<file path="src/rtl/gerador_sel_img.sv">
// rtl/gerador_sel_img.sv - image select sequencer: dwell rotation over active flags with fault alarm pre-emption
module gerador_sel_img #(
    parameter int DWELL_CYCLES = 50_000_000,
    parameter int CNT_W        = 26
) (
    input  logic       clk,
    input  logic       reset,
    input  logic [5:0] status_in,
    input  logic       skip,
    output logic [2:0] S,
    output logic [5:0] I,
    output logic       valid,
    output logic       wrap
);

    typedef enum logic [1:0] {
        IDLE  = 2'd0,
        SHOW  = 2'd1,
        ALARM = 2'd2
    } state_t;

    localparam logic [CNT_W-1:0] CNT_LAST = CNT_W'(DWELL_CYCLES - 1);
    localparam logic [2:0]       S_BLANK  = 3'd7;
    localparam logic [2:0]       S_FAULT  = 3'd5;

    state_t           state;
    logic [5:0]       flags_q;
    logic [CNT_W-1:0] cnt;

    // First set flag scanning cur+1 .. cur+6 (mod 6); returns cur when cur is the only set bit.
    function automatic logic [2:0] next_idx(input logic [5:0] f, input logic [2:0] cur);
        logic [2:0] r;
        logic [3:0] idx;
        r = cur;
        for (int k = 6; k >= 1; k--) begin
            idx = {1'b0, cur} + 4'(k);
            if (idx >= 4'd6) idx = idx - 4'd6;
            if (f[idx[2:0]]) r = idx[2:0];
        end
        return r;
    endfunction

    // Lowest set flag among images 0..4; the fault image is handled by ALARM.
    function automatic logic [2:0] lowest_idx(input logic [4:0] f);
        logic [2:0] r;
        r = 3'd0;
        for (int k = 4; k >= 0; k--) begin
            if (f[k]) r = 3'(k);
        end
        return r;
    endfunction

    assign I = flags_q;

    // Input stage: register raw status flags every cycle.
    always_ff @(posedge clk or posedge reset) begin
        if (reset) flags_q <= 6'b0;
        else       flags_q <= status_in;
    end

    // Sequencer FSM with registered S / valid / wrap and dwell counter.
    always_ff @(posedge clk or posedge reset) begin
        if (reset) begin
            state <= IDLE;
            S     <= S_BLANK;
            valid <= 1'b0;
            wrap  <= 1'b0;
            cnt   <= '0;
        end else begin
            wrap <= 1'b0;
            case (state)
                IDLE: begin
                    cnt <= '0;
                    if (flags_q[5]) begin
                        state <= ALARM;
                        S     <= S_FAULT;
                        valid <= 1'b1;
                    end else if (flags_q != 6'b0) begin
                        state <= SHOW;
                        S     <= lowest_idx(flags_q[4:0]);
                        valid <= 1'b1;
                    end else begin
                        S     <= S_BLANK;
                        valid <= 1'b0;
                    end
                end
                SHOW: begin
                    if (flags_q[5] && S != S_FAULT) begin
                        state <= ALARM;
                        S     <= S_FAULT;
                        cnt   <= '0;
                    end else if (flags_q == 6'b0) begin
                        state <= IDLE;
                        S     <= S_BLANK;
                        valid <= 1'b0;
                        cnt   <= '0;
                    end else if (!flags_q[S] || skip || cnt == CNT_LAST) begin
                        // A simultaneous skip and dwell expiry collapse into one advance here.
                        S    <= next_idx(flags_q, S);
                        wrap <= (next_idx(flags_q, S) <= S);
                        cnt  <= '0;
                    end else begin
                        cnt <= cnt + 1'b1;
                    end
                end
                ALARM: begin
                    cnt <= '0;
                    if (!flags_q[5]) begin
                        if (flags_q == 6'b0) begin
                            state <= IDLE;
                            S     <= S_BLANK;
                            valid <= 1'b0;
                        end else begin
                            state <= SHOW;
                            S     <= lowest_idx(flags_q[4:0]);
                        end
                    end
                end
                default: begin
                    state <= IDLE;
                    S     <= S_BLANK;
                    valid <= 1'b0;
                    cnt   <= '0;
                end
            endcase
        end
    end

endmodule

</file>
<file path="config.mk">
export PLATFORM = sky130hd
export DESIGN_NAME = gerador_sel_img
export DESIGN_NICKNAME = d
export VERILOG_FILES = /design/src/rtl/gerador_sel_img.sv
export SDC_FILE = /design/constraint.sdc
export NUM_CORES = 1
export LEC_CHECK = 0
export BUFFER_PORTS_ARGS = -buffer_cell sky130_fd_sc_hd__buf_4
export CAP_MARGIN = 20
export CORE_AREA = 5 5 104 67
export CTS_CLUSTER_DIAMETER = 60
export DETAILED_ROUTE_END_ITERATION = 10
export DIE_AREA = 0 0 109 72
export PLACE_DENSITY_LB_ADDON = 0.12
export SLEW_MARGIN = 10
export SYNTH_ARGS = -nofsm -noshare
export SYNTH_HDL_FRONTEND = slang
export SYNTH_SLANG_ARGS = --single-unit
export TNS_END_PERCENT = 30
</file>
<file path="constraint.sdc">
create_clock -name clk -period 4.4 [get_ports clk]
set_clock_uncertainty 0.2 [all_clocks]
set_input_delay 0.22 -clock clk [delete_from_list [all_inputs] [get_ports clk]]
set_output_delay 0.22 -clock clk [all_outputs]
set_load 0.1 [all_outputs]
</file>
Yosys cells after proc, flatten, opt, wreduce, memory -nomap -nowiden
Index checks and enable logic that the tools add are counted.
{"block": "totals", "register_bits": 39, "latchBits": 0, "ram_bits": 0, "rom_bits": 0, "inputBits": 9, "output_inout_bits": 11, "word_cells": 139, "n_memories": 0}
{"block": "op_classes", "addsub": 13, "multipliers": 0, "div_mod_pow": 0, "magnitude_cmp": 14, "n_eq_ne": 9, "shifts": 0, "n_mux": 87, "n_bitwise": 0, "n_reduce_logical": 10}
{"op": "$mux W3", "n": 51}
{"op": "$mux W26", "n": 4}
{"op": "$lt A3 B4 Y1 const B", "n": 7}
{"op": "$add A26 B1 Y26 const B", "n": 1}
{"op": "$eq A26 B26 Y1 const B", "n": 1}
{"op": "$ge A4 B3 Y1 const B", "n": 6}
{"op": "$bmux W1 S3", "n": 7}
{"op": "$sub A3 B3 Y3 const B", "n": 6}
{"op": "$mux W1", "n": 17}
{"op": "$add A3 B3 Y4 const B", "n": 3}
{"op": "$mux W2", "n": 5}
{"op": "$ne A3 B3 Y1 const B", "n": 3}
{"op": "$pmux W3 S3", "n": 1}
{"op": "$add A3 B2 Y4 const B", "n": 2}
{"op": "$logic_not A6 Y1", "n": 1}
{"op": "$pmux W2 S3", "n": 1}
{"op": "$reduce_bool A6 Y1", "n": 1}
{"op": "$add A3 B1 Y4 const B", "n": 1}
{"op": "$ne A2 B2 Y1 const B", "n": 2}
{"op": "$ne A4 B4 Y1 const B", "n": 1}
{"op": "$reduce_and A2 Y1", "n": 2}
{"op": "$le A3 B3 Y1", "n": 1}
{"op": "$pmux W1 S3", "n": 1}
{"op": "$reduce_and A3 Y1", "n": 1}
{"op": "other kinds (6)", "n": 7}

Logic depth before layout (Yosys ltp)
Gate-level depths: netlist (run 1).
{"block": "depth", "depth_word": 26, "depth_mapped": 17, "mapped_depth_nobuf": 14}

Worst setup path before layout (run 1)
Ideal clock, no wire load.
{"block": "synth_timing", "kind": "register to register", "from": "register S[1]", "to": "register wrap", "arrival_time_ns": 3.691, "required_ns": 4.112, "slack_ns": 0.421, "stages_incl_launch_ff": 16, "n_path_buf": 2, "period_less_slack_ns": 3.979, "cell_sequence": "dfstp_2 inv_1 ha_1 clkbuf_1 buf_2 nor3_1 a311oi_2 nand2_1 o31ai_1 nand2_1 a31oi_1 ha_1 a21o_1 a21oi_1 a31oi_1 nor3b_1"}
{"block": "synth_between", "elab_chain_cells": 24}
{"item": "from (decl)", "line": "10", "source": "output logic [2:0] S,"}
{"item": "from (signal assigned)", "line": "80", "source": "S <= lowest_idx(flags_q[4:0]);"}
{"item": "from (signal assigned)", "line": "99", "source": "S <= next_idx(flags_q, S);"}
{"item": "from (signal assigned)", "line": "115", "source": "S <= lowest_idx(flags_q[4:0]);"}
{"item": "$add A3 B3 Y4", "line": "36", "source": "idx = {1'b0, cur} + 4'(k);"}
{"item": "$ge A4 B3 Y1 / $sub A3 B3 Y3 (equally long branches)", "line": "37", "source": "if (idx >= 4'd6) idx = idx - 4'd6;"}
{"item": "$mux W3", "line": "37"}
{"item": "$mux W3", "line": "97", "source": "end else if (!flags_q[S] || skip || cnt == CNT_LAST) begin"}
{"item": "$mux W3", "line": "92", "source": "end else if (flags_q == 6'b0) begin"}
{"item": "$mux W3", "line": "88", "source": "if (flags_q[5] && S != S_FAULT) begin"}
{"item": "$mux W3", "line": "71", "source": "case (state)"}
{"item": "$bmux W1 S3", "line": "38", "source": "if (f[idx[2:0]]) r = idx[2:0];"}
{"item": "[... 8 more ...]"}
{"item": "$mux W3", "line": "92"}
{"item": "$mux W3", "line": "88"}
{"item": "$mux W3", "line": "71"}
{"item": "$le A3 B3 Y1", "line": "100", "source": "wrap <= (next_idx(flags_q, S) <= S);"}
{"item": "$mux W1", "line": "97"}
{"item": "$mux W1", "line": "92"}
{"item": "$mux W1 *", "line": "88"}
{"item": "$mux W1 *", "line": "71"}
{"item": "to (signal assigned)", "line": "100"}
{"item": "to (decl)", "line": "13", "source": "output logic wrap"}
Every way passes the cells marked *; elsewhere a longest branch is shown, timed or not. The select of a mux whose other input is x is not followed.
A chain may end at the register's enable or synchronous reset.

Final worst setup path (run 1)
Ends and elaborated chain as after synthesis.

==> metrics.txt, run 1 <==
# TYPE chip_impl_metric gauge
chip_impl_metric{name="post_route_cells_drive_above_1_share",unit=""} 0.149
chip_impl_info{name="rsz_0062_raised_after_global_routing",value="false"} 1
chip_impl_metric{name="drv_slew",unit=""} 0
chip_impl_metric{name="post-cts-setup-buffers",unit=""} 0
chip_impl_metric{name="route.detailed.wl_per_inst",unit="um"} 16.1
chip_impl_metric{name="synth_nets",unit=""} 362
chip_impl_metric{name="antennaDiodeCount",unit=""} 0
chip_impl_metric{name="mappedNetlistArea",unit="sq mm"} 0.00299
chip_impl_metric{name="required",unit="ns"} 4.41
chip_impl_metric{name="detail_route.wirelength",unit="um"} 7170
chip_impl_metric{name="number_of_top_level_design_ports",unit=""} 20
chip_impl_metric{name="drv_cap",unit=""} 0
chip_impl_metric{name="holdPathStages",unit=""} 3
chip_impl_metric{name="gp_congestion",unit=""} 1.03
chip_impl_metric{name="detailedRoute.firstPassIterationCount",unit=""} 5
chip_impl_metric{name="final_util",unit=""} 0.573
chip_impl_info{name="element_type_at_the_critical_path_start",value="flip-flop"} 1
chip_impl_metric{name="number_of_unique_standard_cell_types_used_by_synthesis",unit=""} 64
chip_impl_metric{name="dr_drc_count",unit=""} 0
chip_impl_metric{name="grt_pass1_wl",unit="um"} 11700
chip_impl_metric{name="p_seq_frac",unit=""} 0.182
chip_impl_metric{name="fin_nets",unit=""} 387
chip_impl_metric{name="slew_headroom",unit=""} 0.545
chip_impl_metric{name="synth_register_bits",unit=""} 39
chip_impl_metric{name="place_hpwl",unit="um"} 5240
chip_impl_metric{name="cts_made_buffers",unit=""} 5
chip_impl_metric{name="worstSkewPairLatency",unit="ns"} 0.29
chip_impl_metric{name="grt_max_degree",unit=""} 40
chip_impl_metric{name="arrival_time_reported_for_the_critical_path_endpoint",unit="ns"} 4.08
chip_impl_info{name="type_of_the_tightest_min_delay_check",value="primary input to flip-flop"} 1
chip_impl_metric{name="finalCriticalPeriod",unit="ns"} 4.07
chip_impl_metric{name="grt_antenna_before_repair",unit=""} 0
chip_impl_metric{name="dr_total_vias",unit=""} 2593
chip_impl_metric{name="share_of_synthesized_area_occupied_by_flip_flops_and_latches",unit=""} 0.328
chip_impl_info{name="cts_tree",value="done"} 1
chip_impl_metric{name="final-setup-viol-count",unit=""} 0
chip_impl_metric{name="power_switching_share",unit=""} 0.489
chip_impl_metric{name="clk_pin_slew_worst_paths",unit="ns"} 0.08
chip_impl_metric{name="post-route-period-util",unit=""} 0.924
chip_impl_metric{name="synth_async_sr_flop_share",unit=""} 1.00
chip_impl_metric{name="share_comb_of_total_power",unit=""} 0.670
chip_impl_metric{name="clock_power_share",unit=""} 0.149
chip_impl_metric{name="yosysWarnings",unit=""} 0
chip_impl_metric{name="std_cell_rows",unit=""} 22
chip_impl_metric{name="via_per_inst",unit=""} 5.81
chip_impl_metric{name="power.density_cell_area",unit="mW/mm^2"} 710
chip_impl_metric{name="area_growth",unit="%"} 13.6
chip_impl_metric{name="placeableCoreArea",unit="sq mm"} 0.00592
chip_impl_metric{name="finalSetupTns",unit="ns"} 0
chip_impl_metric{name="cts_resized",unit=""} 0
chip_impl_info{name="class_of_the_most_critical_setup_path",value="flip-flop to flip-flop"} 1
chip_impl_metric{name="tightest_slew",unit="ns"} 0.663
chip_impl_metric{name="rr_worst_depth",unit=""} 14
chip_impl_metric{name="postRouteAntennaNets",unit=""} 0
chip_impl_metric{name="via_count_of_the_first_global_routing_pass",unit=""} 2292
chip_impl_info{name="layout.cells.most_common_list",value="36 x sky130_fd_sc_hd__dfrtp_1, 34 x sky130_fd_sc_hd__nor2_1, 32 x sky130_fd_sc_hd__nand2_1"} 1
chip_impl_metric{name="fmaxAchievable",unit="GHz"} 0.246
chip_impl_info{name="final_common_cell",value="sky130_fd_sc_hd__dfrtp_1"} 1
chip_impl_metric{name="clkSinkCount",unit=""} 39
chip_impl_metric{name="syn_area_per_cell",unit="sq um"} 8.89
chip_impl_metric{name="synth-edff-count",unit=""} 0
chip_impl_metric{name="cts-hold-fix-buffers",unit=""} 7
chip_impl_metric{name="die_height",unit="um"} 72
chip_impl_info{name="worstSetupEndpointType",value="flip-flop"} 1
chip_impl_metric{name="smallest_setup_slack_after_layout",unit="ns"} 0.334
chip_impl_metric{name="internal_power",unit="mW"} 1.23
chip_impl_metric{name="ir_worst_vdd",unit="mV"} 0.401
chip_impl_metric{name="port_buffers",unit=""} 19
chip_impl_metric{name="cts.path.max_buffers",unit=""} 2
chip_impl_metric{name="p_leak",unit="nW"} 1.42
chip_impl_metric{name="report.final.hold_viol_count",unit=""} 0
chip_impl_metric{name="overflow",unit=""} 0
chip_impl_metric{name="syn-instance-count",unit=""} 336
chip_impl_metric{name="p_sw",unit="mW"} 1.18
chip_impl_info{name="outcome",value="completed"} 1
chip_impl_metric{name="grt_usage",unit=""} 0.190
chip_impl_info{name="clk_root_buffer_cell",value="sky130_fd_sc_hd__clkbuf_8"} 1
chip_impl_metric{name="drt_iter0_markers",unit=""} 259
chip_impl_metric{name="h_tree_level_count",unit=""} 2
chip_impl_metric{name="nFillCells",unit=""} 523
chip_impl_info{name="synth-main-ff-cell",value="sky130_fd_sc_hd__dfrtp_1"} 1
chip_impl_metric{name="start_util",unit=""} 0.505
chip_impl_metric{name="die_area",unit="sq mm"} 0.00785
chip_impl_metric{name="chipWidth",unit="um"} 109
chip_impl_metric{name="placement.setup.worst_slack",unit="ns"} 0.502
chip_impl_metric{name="critical_path.max_fanout",unit=""} 16
-- flip-flops by register name, indices dropped and copies added, names as in the netlist --
signal  count
I           6
cnt        26
state       2
S           3
valid       1
wrap        1
-- final cells by class --
class                           instances  area, sq um  area share
Clock buffer                            5         68.8      0.0203
Clock inverter                          3         67.6      0.0199
Inverter                               15         56.3      0.0166
Multi-Input combinational cell        271         1880       0.554
Sequential cell                        39          980       0.289
Tap cell                               84          105      0.0310
Timing Repair Buffer                   29          235      0.0693
-- synthesized netlist by cell type, types with 2 or more instances --
cell,instances,share of area
sky130_fd_sc_hd__a211o_1,3,0.0088
sky130_fd_sc_hd__a211oi_1,3,0.0075
sky130_fd_sc_hd__a21o_1,2,0.0050
sky130_fd_sc_hd__a21oi_1,20,0.034
sky130_fd_sc_hd__a22o_1,2,0.0059
sky130_fd_sc_hd__a22oi_1,2,0.0050
sky130_fd_sc_hd__a311oi_2,2,0.010
sky130_fd_sc_hd__a31oi_1,4,0.0084
sky130_fd_sc_hd__and2_1,5,0.010
sky130_fd_sc_hd__and3_1,7,0.015
sky130_fd_sc_hd__buf_2,3,0.0050
sky130_fd_sc_hd__buf_6,3,0.011
sky130_fd_sc_hd__clkbuf_1,4,0.0050
sky130_fd_sc_hd__dfrtp_1,36,0.30
sky130_fd_sc_hd__dfstp_2,3,0.026
sky130_fd_sc_hd__ha_1,17,0.071
sky130_fd_sc_hd__inv_1,15,0.019
sky130_fd_sc_hd__mux2_2,3,0.011
sky130_fd_sc_hd__mux2i_1,7,0.023
sky130_fd_sc_hd__mux4_2,3,0.023
sky130_fd_sc_hd__nand2_1,32,0.040
sky130_fd_sc_hd__nand2b_1,5,0.010
sky130_fd_sc_hd__nand3_1,11,0.018
sky130_fd_sc_hd__nand4_1,6,0.013
sky130_fd_sc_hd__nor2_1,34,0.043
sky130_fd_sc_hd__nor2b_1,3,0.0063
sky130_fd_sc_hd__nor3_1,10,0.017
sky130_fd_sc_hd__nor3b_1,2,0.0050
sky130_fd_sc_hd__nor4_1,4,0.0084
sky130_fd_sc_hd__nor4b_1,2,0.0059
sky130_fd_sc_hd__o211ai_1,2,0.0050
sky130_fd_sc_hd__o21ai_0,13,0.022
sky130_fd_sc_hd__o21bai_1,2,0.0050
sky130_fd_sc_hd__o22ai_1,2,0.0042
sky130_fd_sc_hd__o2bb2ai_1,2,0.0059
sky130_fd_sc_hd__o31ai_1,2,0.0050
sky130_fd_sc_hd__or2_2,3,0.0063
sky130_fd_sc_hd__or3_1,6,0.013
sky130_fd_sc_hd__or4_1,2,0.0050
sky130_fd_sc_hd__or4bb_1,2,0.0075
sky130_fd_sc_hd__xnor2_1,13,0.038
sky130_fd_sc_hd__xor2_1,12,0.035
-- metal layers --
layer	track usage	up-vias	routed length, um
met2	0.238	97	2730
met3	0.0382	8	577
li1	-	1254	-
met1	0.327	1234	3820
met4	0.0252	0	40
met5	0	-	0
-- cell families after synthesis --
family,after synthesis,share of synthesized area
DFF,39,0.328
AOI/OAI and AO/OA,70,0.165
buffers and inverters,26,0.0427
xor gates and xnor gates,25,0.0733
adders and majority gates,17,0.0712
and+or+nand+nor,145,0.257
muxes,14,0.0620
-- power groups by stage --
stage / Clock, mW / Combinational, mW / Sequential [mW]
2_1_floorplan: 0 / 1.10 / 0.627
3_3_place_gp: 0 / 1.56 / 0.443
3_5_place_dp: 0 / 1.56 / 0.444
4_1_cts: 0.366 / 1.58 / 0.437
5_1_grt: 0.380 / 1.72 / 0.443
6_report: 0.358 / 1.61 / 0.437
-- critical path: stages (launching register included) --
cell,delay (ns)
sky130_fd_sc_hd__dfstp_2,0.65
sky130_fd_sc_hd__inv_1,0.20
sky130_fd_sc_hd__ha_1,0.53
sky130_fd_sc_hd__and4_1,0.29
sky130_fd_sc_hd__o22ai_1,0.32
sky130_fd_sc_hd__mux2i_1,0.28
sky130_fd_sc_hd__o2bb2ai_1,0.10
sky130_fd_sc_hd__o31ai_1,0.30
sky130_fd_sc_hd__nand2_1,0.09
sky130_fd_sc_hd__a31oi_1,0.21
sky130_fd_sc_hd__ha_1,0.28
sky130_fd_sc_hd__a21o_1,0.16
sky130_fd_sc_hd__a21oi_1,0.13
sky130_fd_sc_hd__a31oi_1,0.06
sky130_fd_sc_hd__nor3b_1,0.18
-- final timing paths --
path / startpoint / end / slack [ns]
max: S[1]$_DFFE_PP1P_ / wrap$_DFF_PP0_ / 0.33
min: skip / cnt[1]$_DFF_PP0_ / 0.1
max reg2reg: S[1]$_DFFE_PP1P_ / wrap$_DFF_PP0_ / 0.33
min reg2reg: valid$_DFFE_PP0P_ / valid$_DFFE_PP0P_ / 0.28
max in group asynchronous: reset / S[2]$_DFFE_PP1P_ / 3.25
min in group asynchronous: reset / cnt[14]$_DFF_PP0_ / 0.39
-- through the flow --
| stage | hold WS (ns) | cells | area, sq um | power, mW |
|---|---|---|---|---|
| global route | 0.0936 | 446 | 3390 | 2.54 |
| finish | 0.0964 | 446 | 3390 | 2.41 |
| detailed placement | 0.131 | 431 | 3190 | 2.01 |
| CTS | 0.0945 | 446 | 3390 | 2.38 |
| floorplan | 0.0514 | 336 | 2990 | 1.73 |
| global placement | 0.130 | 431 | 3190 | 2.00 |
Note: power is estimated with default switching activity, not from simulation.
==> run 2: changes to the inputs <==
- CTS_CLUSTER_SIZE: default -> 40
- PLACE_DENSITY: default -> 0.69
- PLACE_DENSITY_LB_ADDON: 0.12 -> default
==> run 2 against run 1 <==
Effect of this change:
- design area down 1.1%
- utilization shrank 0.63 points
- critical path depth unchanged
- power down 2.3%
- worst hold slack got worse by 0.027 ns
- clock power down 18%
- global-route usage grew 0.57 points
- first-iteration DRC count decreased by 17%
- via count decreased by 0.96%
- worst setup slack improved by 0.035 ns
- routed wire length rose by 0.64%
==> metrics.txt, run 2 (same netlist as run 1, synthesis figures left out) <==
# TYPE chip_impl_metric gauge
chip_impl_info{name="outcome",value="completed"} 1
chip_impl_metric{name="post_route_cells_drive_above_1_share",unit=""} 0.144
chip_impl_metric{name="worstSkewPairLatency",unit="ns"} 0.30
chip_impl_metric{name="dr_total_vias",unit=""} 2568
chip_impl_metric{name="finalCriticalPeriod",unit="ns"} 4.03
chip_impl_metric{name="dr_drc_count",unit=""} 0
chip_impl_metric{name="grt_usage",unit=""} 0.196
chip_impl_info{name="type_of_the_tightest_min_delay_check",value="primary input to flip-flop"} 1
chip_impl_info{name="cts_tree",value="done"} 1
chip_impl_metric{name="multi_input_area",unit="sq mm"} 0.00188
chip_impl_metric{name="die_height",unit="um"} 72
chip_impl_metric{name="antennaDiodeCount",unit=""} 0
chip_impl_metric{name="placeableCoreArea",unit="sq mm"} 0.00592
chip_impl_metric{name="finalSetupTns",unit="ns"} 0
chip_impl_metric{name="grt_max_degree",unit=""} 40
chip_impl_metric{name="clkSinkCount",unit=""} 39
chip_impl_metric{name="h_tree_level_count",unit=""} 2
chip_impl_metric{name="chipWidth",unit="um"} 109
chip_impl_metric{name="tightest_slew",unit="ns"} 0.576
chip_impl_metric{name="drv_slew",unit=""} 0
chip_impl_metric{name="postRouteAntennaNets",unit=""} 0
chip_impl_metric{name="drt_iter0_markers",unit=""} 216
chip_impl_metric{name="die_area",unit="sq mm"} 0.00785
chip_impl_metric{name="required",unit="ns"} 4.41
chip_impl_metric{name="final-setup-viol-count",unit=""} 0
chip_impl_metric{name="area_growth",unit="%"} 12.3
chip_impl_metric{name="start_util",unit=""} 0.505
chip_impl_metric{name="std_cell_rows",unit=""} 22
chip_impl_info{name="clk_root_buffer_cell",value="sky130_fd_sc_hd__clkbuf_8"} 1
chip_impl_metric{name="place_hpwl",unit="um"} 5350
chip_impl_metric{name="placed_cell_area",unit="sq mm"} 0.00318
chip_impl_metric{name="dp_cells",unit=""} 430
chip_impl_metric{name="grt_pass1_wl",unit="um"} 12100
chip_impl_info{name="final_common_cell",value="sky130_fd_sc_hd__dfrtp_1"} 1
chip_impl_info{name="rsz_0062_raised_after_global_routing",value="false"} 1
chip_impl_metric{name="ir_worst_vdd",unit="mV"} 0.445
chip_impl_metric{name="largest_register_ffs",unit=""} 26
chip_impl_info{name="element_type_at_the_critical_path_start",value="flip-flop"} 1
chip_impl_metric{name="arrival_time_reported_for_the_critical_path_endpoint",unit="ns"} 4.04
chip_impl_info{name="registers.top_by_ff_count",value="cnt"} 1
chip_impl_metric{name="drv_cap",unit=""} 0
chip_impl_metric{name="power.density_cell_area",unit="mW/mm^2"} 701
chip_impl_metric{name="post-route-period-util",unit=""} 0.916
chip_impl_metric{name="cts_made_buffers",unit=""} 5
chip_impl_metric{name="cts.path.max_buffers",unit=""} 2
chip_impl_info{name="worstSetupEndpointType",value="flip-flop"} 1
chip_impl_metric{name="fmaxAchievable",unit="GHz"} 0.248
chip_impl_metric{name="fin_nets",unit=""} 386
chip_impl_metric{name="detail_route.wirelength",unit="um"} 7220
chip_impl_metric{name="gp_congestion",unit=""} 0.943
chip_impl_metric{name="clk_pin_slew_worst_paths",unit="ns"} 0.08
chip_impl_metric{name="via_per_inst",unit=""} 5.78
chip_impl_metric{name="detailedRoute.firstPassIterationCount",unit=""} 5
chip_impl_metric{name="number_of_top_level_design_ports",unit=""} 20
chip_impl_metric{name="seqCellArea",unit="sq um"} 980
chip_impl_metric{name="slew_headroom",unit=""} 0.605
chip_impl_metric{name="report.final.hold_viol_count",unit=""} 0
chip_impl_info{name="class_of_the_most_critical_setup_path",value="flip-flop to flip-flop"} 1
chip_impl_metric{name="grt_antenna_before_repair",unit=""} 0
chip_impl_metric{name="critical_path.max_fanout",unit=""} 16
chip_impl_metric{name="total_power",unit="mW"} 2.35
chip_impl_metric{name="holdWs",unit="ns"} 0.0698
chip_impl_metric{name="overflow",unit=""} 0
chip_impl_metric{name="route.detailed.wl_per_inst",unit="um"} 16.3
chip_impl_metric{name="layout.cell_area.non_filler",unit="sq mm"} 0.00335
chip_impl_info{name="layout.cells.most_common_list",value="36 x sky130_fd_sc_hd__dfrtp_1, 34 x sky130_fd_sc_hd__nor2_1, 32 x sky130_fd_sc_hd__nand2_1"} 1
chip_impl_metric{name="p_leak",unit="nW"} 1.40
chip_impl_metric{name="nFillCells",unit=""} 530
chip_impl_metric{name="stdcell_count",unit=""} 444
chip_impl_metric{name="port_buffers",unit=""} 19
chip_impl_metric{name="via_count_of_the_first_global_routing_pass",unit=""} 2352
==> run 2: metrics by stage <==
stage / util / setup WS [ns]
after global routing: 0.567 / 0.145
after CTS: 0.567 / 0.441
after detailed placement: 0.537 / 0.465
after global placement: 0.537 / 0.560
final: 0.567 / 0.368
after floorplan: - / 0.421
==> run 2: final cells by class <==
type / instances / area share
clock buffers: 5 / 0.0205
repair buffers: 28 / 0.0679
clock inverters: 2 / 0.0112
well taps: 84 / 0.0313
inverters: 15 / 0.0168
flip-flops and latches: 39 / 0.292
multi-input cells: 271 / 0.560
==> run 2: critical path, cell delays in order, from the launching register on <==
cell and delay [ns]:
sky130_fd_sc_hd__dfstp_2 0.66, sky130_fd_sc_hd__inv_1 0.20, sky130_fd_sc_hd__ha_1 0.55, sky130_fd_sc_hd__and4_1 0.31, sky130_fd_sc_hd__o22ai_1 0.29, sky130_fd_sc_hd__mux2i_1 0.28
sky130_fd_sc_hd__o2bb2ai_1 0.11, sky130_fd_sc_hd__o31ai_1 0.27, sky130_fd_sc_hd__nand2_1 0.09, sky130_fd_sc_hd__a31oi_1 0.18, sky130_fd_sc_hd__ha_1 0.26, sky130_fd_sc_hd__a21o_1 0.17
sky130_fd_sc_hd__a21oi_1 0.15, sky130_fd_sc_hd__a31oi_1 0.06, sky130_fd_sc_hd__nor3b_1 0.17
==> run 2: report_power, final <==
group / switching (mW) / leakage (nW) / internal [mW]
Clock: 0.129 / 0.0502 / 0.166
Sequential: 0.0601 / 0.516 / 0.403
Combinational: 0.994 / 0.832 / 0.598
==> run 2: per-layer routing <==
metal / vias up / routed length (um) / part of all wire / GRT usage
li1: 1256 / - / - / -
met1: 1212 / 3830 / 0.53 / 0.336
met2: 95 / 2690 / 0.37 / 0.242
met3: 5 / 663 / 0.092 / 0.0444
met4: 0 / 30 / 0.0042 / 0.0252
met5: - / 0 / 0 / 0
==> run 2: repair_timing <==
action	in CTS	in global routing
hold buffers	7	0
resized for setup	0	0
buffers inserted	0	0
hold endpoints to repair	42	0
==> run 2: final timing paths <==
| path | from | to | slack, ns | cells past startpoint |
|---|---|---|---|---|
| worst max-delay path | S[1]$_DFFE_PP1P_ | wrap$_DFF_PP0_ | 0.37 | 14 |
| min in group asynchronous | reset | cnt[23]$_DFF_PP0_ | 0.38 | 4 |
| worst min-delay path | skip | cnt[1]$_DFF_PP0_ | 0.07 | 3 |
| worst min register to register | cnt[0]$_DFF_PP0_ | cnt[0]$_DFF_PP0_ | 0.29 | 1 |
| max in group asynchronous | reset | S[0]$_DFFE_PP1P_ | 3.24 | 4 |
| worst max register to register | S[1]$_DFFE_PP1P_ | wrap$_DFF_PP0_ | 0.37 | 14 |
==> run 3: changes to the inputs <==
- CORE_AREA: 5 5 104 67 -> 5 5 64 109
- DIE_AREA: 0 0 109 72 -> 0 0 69 114
- PLACE_DENSITY: 0.69 -> 0.72
==> run 3 against run 2 <==
Effect of this change:
- sequential power shrank 5.6%
- design area is 0.11% higher
- non-clock buffer count is 2 higher
- clock-buffer cell count up 3
- global-route usage is 0.47 points lower
- power down 1.1%
- utilization shrank 1.5 points
- critical endpoint unchanged
- largest power group unchanged
==> metrics.txt, run 3 (same netlist as run 1, synthesis figures left out) <==
# TYPE chip_impl_metric gauge
chip_impl_metric{name="largest_register_ffs",unit=""} 26
chip_impl_info{name="timing.critical_path.max_delay_family",value="compound AO/OA/AOI/OAI gates"} 1
chip_impl_info{name="worstPathCellList",value="inv_1 -> ha_1 -> and4_1 -> o22ai_1 -> mux2i_1 -> o2bb2ai_1 -> o31ai_1 -> nand2_1 -> a31oi_1 -> ha_1 -> a21o_1 -> a21oi_1 -> a31oi_1 -> nor3b_1"} 1
chip_impl_metric{name="std_cell_rows",unit=""} 38
chip_impl_metric{name="power.density_cell_area",unit="mW/mm^2"} 692
chip_impl_metric{name="dr_drc_count",unit=""} 0
chip_impl_info{name="registers.top_by_ff_count",value="cnt"} 1
chip_impl_metric{name="fmaxAchievable",unit="GHz"} 0.257
chip_impl_metric{name="critPathBufInv",unit=""} 1
chip_impl_metric{name="share_comb_of_total_power",unit=""} 0.699
chip_impl_info{name="type_of_the_tightest_min_delay_check",value="primary input to flip-flop"} 1
chip_impl_metric{name="power_switching_share",unit=""} 0.502
chip_impl_metric{name="grt_usage",unit=""} 0.191
chip_impl_metric{name="cts_resized",unit=""} 0
chip_impl_metric{name="antennaDiodeCount",unit=""} 0
chip_impl_metric{name="cts-hold-fix-buffers",unit=""} 7
chip_impl_metric{name="start_util",unit=""} 0.491
chip_impl_metric{name="detailedRoute.firstPassIterationCount",unit=""} 4
chip_impl_metric{name="port_buffers",unit=""} 19
chip_impl_metric{name="max_incr_delay_on_cp",unit="ns"} 0.65
chip_impl_metric{name="post-route-period-util",unit=""} 0.885
chip_impl_metric{name="grt_max_degree",unit=""} 40
chip_impl_metric{name="overflow",unit=""} 0
chip_impl_metric{name="via_count_of_the_first_global_routing_pass",unit=""} 2693
chip_impl_metric{name="die_height",unit="um"} 114
chip_impl_metric{name="drv_cap",unit=""} 0
chip_impl_metric{name="detail_route.wirelength",unit="um"} 7270
chip_impl_metric{name="rr_worst_depth",unit=""} 14
chip_impl_metric{name="critical_path.max_fanout",unit=""} 12
chip_impl_metric{name="gp_congestion",unit=""} 0.941
chip_impl_metric{name="dp_cells",unit=""} 428
chip_impl_metric{name="finalSetupTns",unit="ns"} 0
chip_impl_metric{name="chipWidth",unit="um"} 69
chip_impl_metric{name="report.final.hold_viol_count",unit=""} 0
chip_impl_metric{name="tightest_slew",unit="ns"} 0.549
chip_impl_metric{name="required",unit="ns"} 4.40
chip_impl_metric{name="route.detailed.wl_per_inst",unit="um"} 16.4
chip_impl_metric{name="p_sw",unit="mW"} 1.17
chip_impl_info{name="worstSetupEndpointType",value="flip-flop"} 1
chip_impl_metric{name="arrival_time_reported_for_the_critical_path_endpoint",unit="ns"} 3.89
chip_impl_info{name="class_of_the_most_critical_setup_path",value="flip-flop to flip-flop"} 1
chip_impl_metric{name="internal_power",unit="mW"} 1.16
chip_impl_metric{name="grt_antenna_before_repair",unit=""} 0
chip_impl_metric{name="worstSetupPathDepth",unit=""} 14
chip_impl_metric{name="via_per_inst",unit=""} 5.94
chip_impl_metric{name="stdcell_count",unit=""} 443
chip_impl_info{name="layout.cells.most_common_list",value="36 x sky130_fd_sc_hd__dfrtp_1, 34 x sky130_fd_sc_hd__nor2_1, 32 x sky130_fd_sc_hd__nand2_1"} 1
chip_impl_metric{name="die_area",unit="sq mm"} 0.00787
chip_impl_info{name="outcome",value="completed"} 1
chip_impl_metric{name="h_tree_level_count",unit=""} 2
chip_impl_metric{name="dr_total_vias",unit=""} 2632
chip_impl_metric{name="fin_nets",unit=""} 388
chip_impl_metric{name="post-cts-setup-buffers",unit=""} 0
chip_impl_metric{name="area_growth",unit="%"} 12.4
chip_impl_metric{name="slew_headroom",unit=""} 0.633
chip_impl_metric{name="cts_made_buffers",unit=""} 5
chip_impl_info{name="final_common_cell",value="sky130_fd_sc_hd__dfrtp_1"} 1
chip_impl_metric{name="clock_power_share",unit=""} 0.113
chip_impl_metric{name="clk_pin_slew_worst_paths",unit="ns"} 0.07
chip_impl_metric{name="placeableCoreArea",unit="sq mm"} 0.00609
chip_impl_metric{name="p_seq_frac",unit=""} 0.188
chip_impl_metric{name="finalCriticalPeriod",unit="ns"} 3.89
chip_impl_info{name="clk_root_buffer_cell",value="sky130_fd_sc_hd__clkbuf_8"} 1
chip_impl_info{name="element_type_at_the_critical_path_start",value="flip-flop"} 1
chip_impl_metric{name="number_of_top_level_design_ports",unit=""} 20
chip_impl_info{name="rsz_0062_raised_after_global_routing",value="false"} 1
chip_impl_info{name="crit_path_top_delay_cell",value="sky130_fd_sc_hd__dfstp_2"} 1
chip_impl_metric{name="clkSinkCount",unit=""} 39
chip_impl_metric{name="cts.path.max_buffers",unit=""} 2
chip_impl_metric{name="drv_slew",unit=""} 0
chip_impl_metric{name="p_leak",unit="nW"} 1.41
chip_impl_info{name="cts_tree",value="done"} 1
chip_impl_metric{name="holdPathStages",unit=""} 3
chip_impl_metric{name="place_hpwl",unit="um"} 5440
chip_impl_metric{name="postRouteAntennaNets",unit=""} 0
chip_impl_metric{name="post_route_cells_drive_above_1_share",unit=""} 0.149
chip_impl_metric{name="ir_worst_vdd",unit="mV"} 0.341
chip_impl_metric{name="grt_pass1_wl",unit="um"} 12200
chip_impl_metric{name="worstSkewPairLatency",unit="ns"} 0.28
chip_impl_metric{name="final-setup-viol-count",unit=""} 0
chip_impl_metric{name="r2r_slack",unit="ns"} 0.51
chip_impl_metric{name="drt_iter0_markers",unit=""} 140
==> run 3: cell count changes in the layout (fill, tap and decap cells not counted) <==
cell,change
sky130_fd_sc_hd__buf_4,+2
sky130_fd_sc_hd__bufinv_16,-1
sky130_fd_sc_hd__clkbuf_1,+1
sky130_fd_sc_hd__clkbuf_8,+2
sky130_fd_sc_hd__clkinvlp_4,-1
==> run 3: area by class of cell <==
cell class | count | area, sq um
multi-input cells | 271 | 1880
inverters | 15 | 56.3
fillers | 594 | 2730
repair buffers | 30 | 243
well taps | 80 | 100
flip-flops and latches | 39 | 980
clock buffers | 8 | 100
==> run 3: worst paths after layout <==
path,startpoint,end
min in group asynchronous,reset,cnt[0]$_DFF_PP0_
min,skip,cnt[1]$_DFF_PP0_
max reg2reg,S[1]$_DFFE_PP1P_,wrap$_DFF_PP0_
max in group asynchronous,reset,S[1]$_DFFE_PP1P_
max,S[1]$_DFFE_PP1P_,wrap$_DFF_PP0_
min reg2reg,valid$_DFFE_PP0P_,valid$_DFFE_PP0P_
==> run 3: layer usage <==
| metal | vias up | track usage | part of all wire |
|---|---|---|---|
| met4 | 0 | 0.132 | 0.064 |
| met3 | 33 | 0.0185 | 0.027 |
| li1 | 1261 | - | - |
| met5 | - | 0 | 0 |
| met2 | 76 | 0.366 | 0.53 |
| met1 | 1262 | 0.188 | 0.38 |
==> run 3: power groups by stage <==
stage | clock [mW] | combinational, mW | sequential, mW
floorplan | 0 | 1.10 | 0.627
finish | 0.264 | 1.63 | 0.437
detailed placement | 0 | 1.60 | 0.444
global placement | 0 | 1.57 | 0.442
CTS | 0.270 | 1.61 | 0.437
global route | 0.284 | 1.76 | 0.445
==> run 3: worst register-to-register path, delay by kind of cell (launching register included) <==
kind / cells / cell delay (ns)
adder cells (fa/ha/maj): 2 / 0.70
buffers and inverters: 1 / 0.20
flip-flops: 1 / 0.65
AND/OR/NAND/NOR: 3 / 0.51
AO/OA/AOI/OAI: 7 / 1.28
multiplexers: 1 / 0.26
==> run 3: per-stage QoR <==
| step | total power [mW] | cell area [sq um] | setup slack (ns) | util | hold slack [ns] |
|---|---|---|---|---|---|
| floorplan | 1.73 | 2990 | 0.421 | - | 0.0514 |
| global placement | 2.01 | 3190 | 0.696 | 0.524 | 0.130 |
| detailed placement | 2.04 | 3190 | 0.589 | 0.524 | 0.131 |
| CTS | 2.31 | 3360 | 0.559 | 0.552 | 0.0773 |
| global route | 2.49 | 3360 | 0.205 | 0.552 | 0.0981 |
| finish | 2.33 | 3360 | 0.508 | 0.552 | 0.0775 |
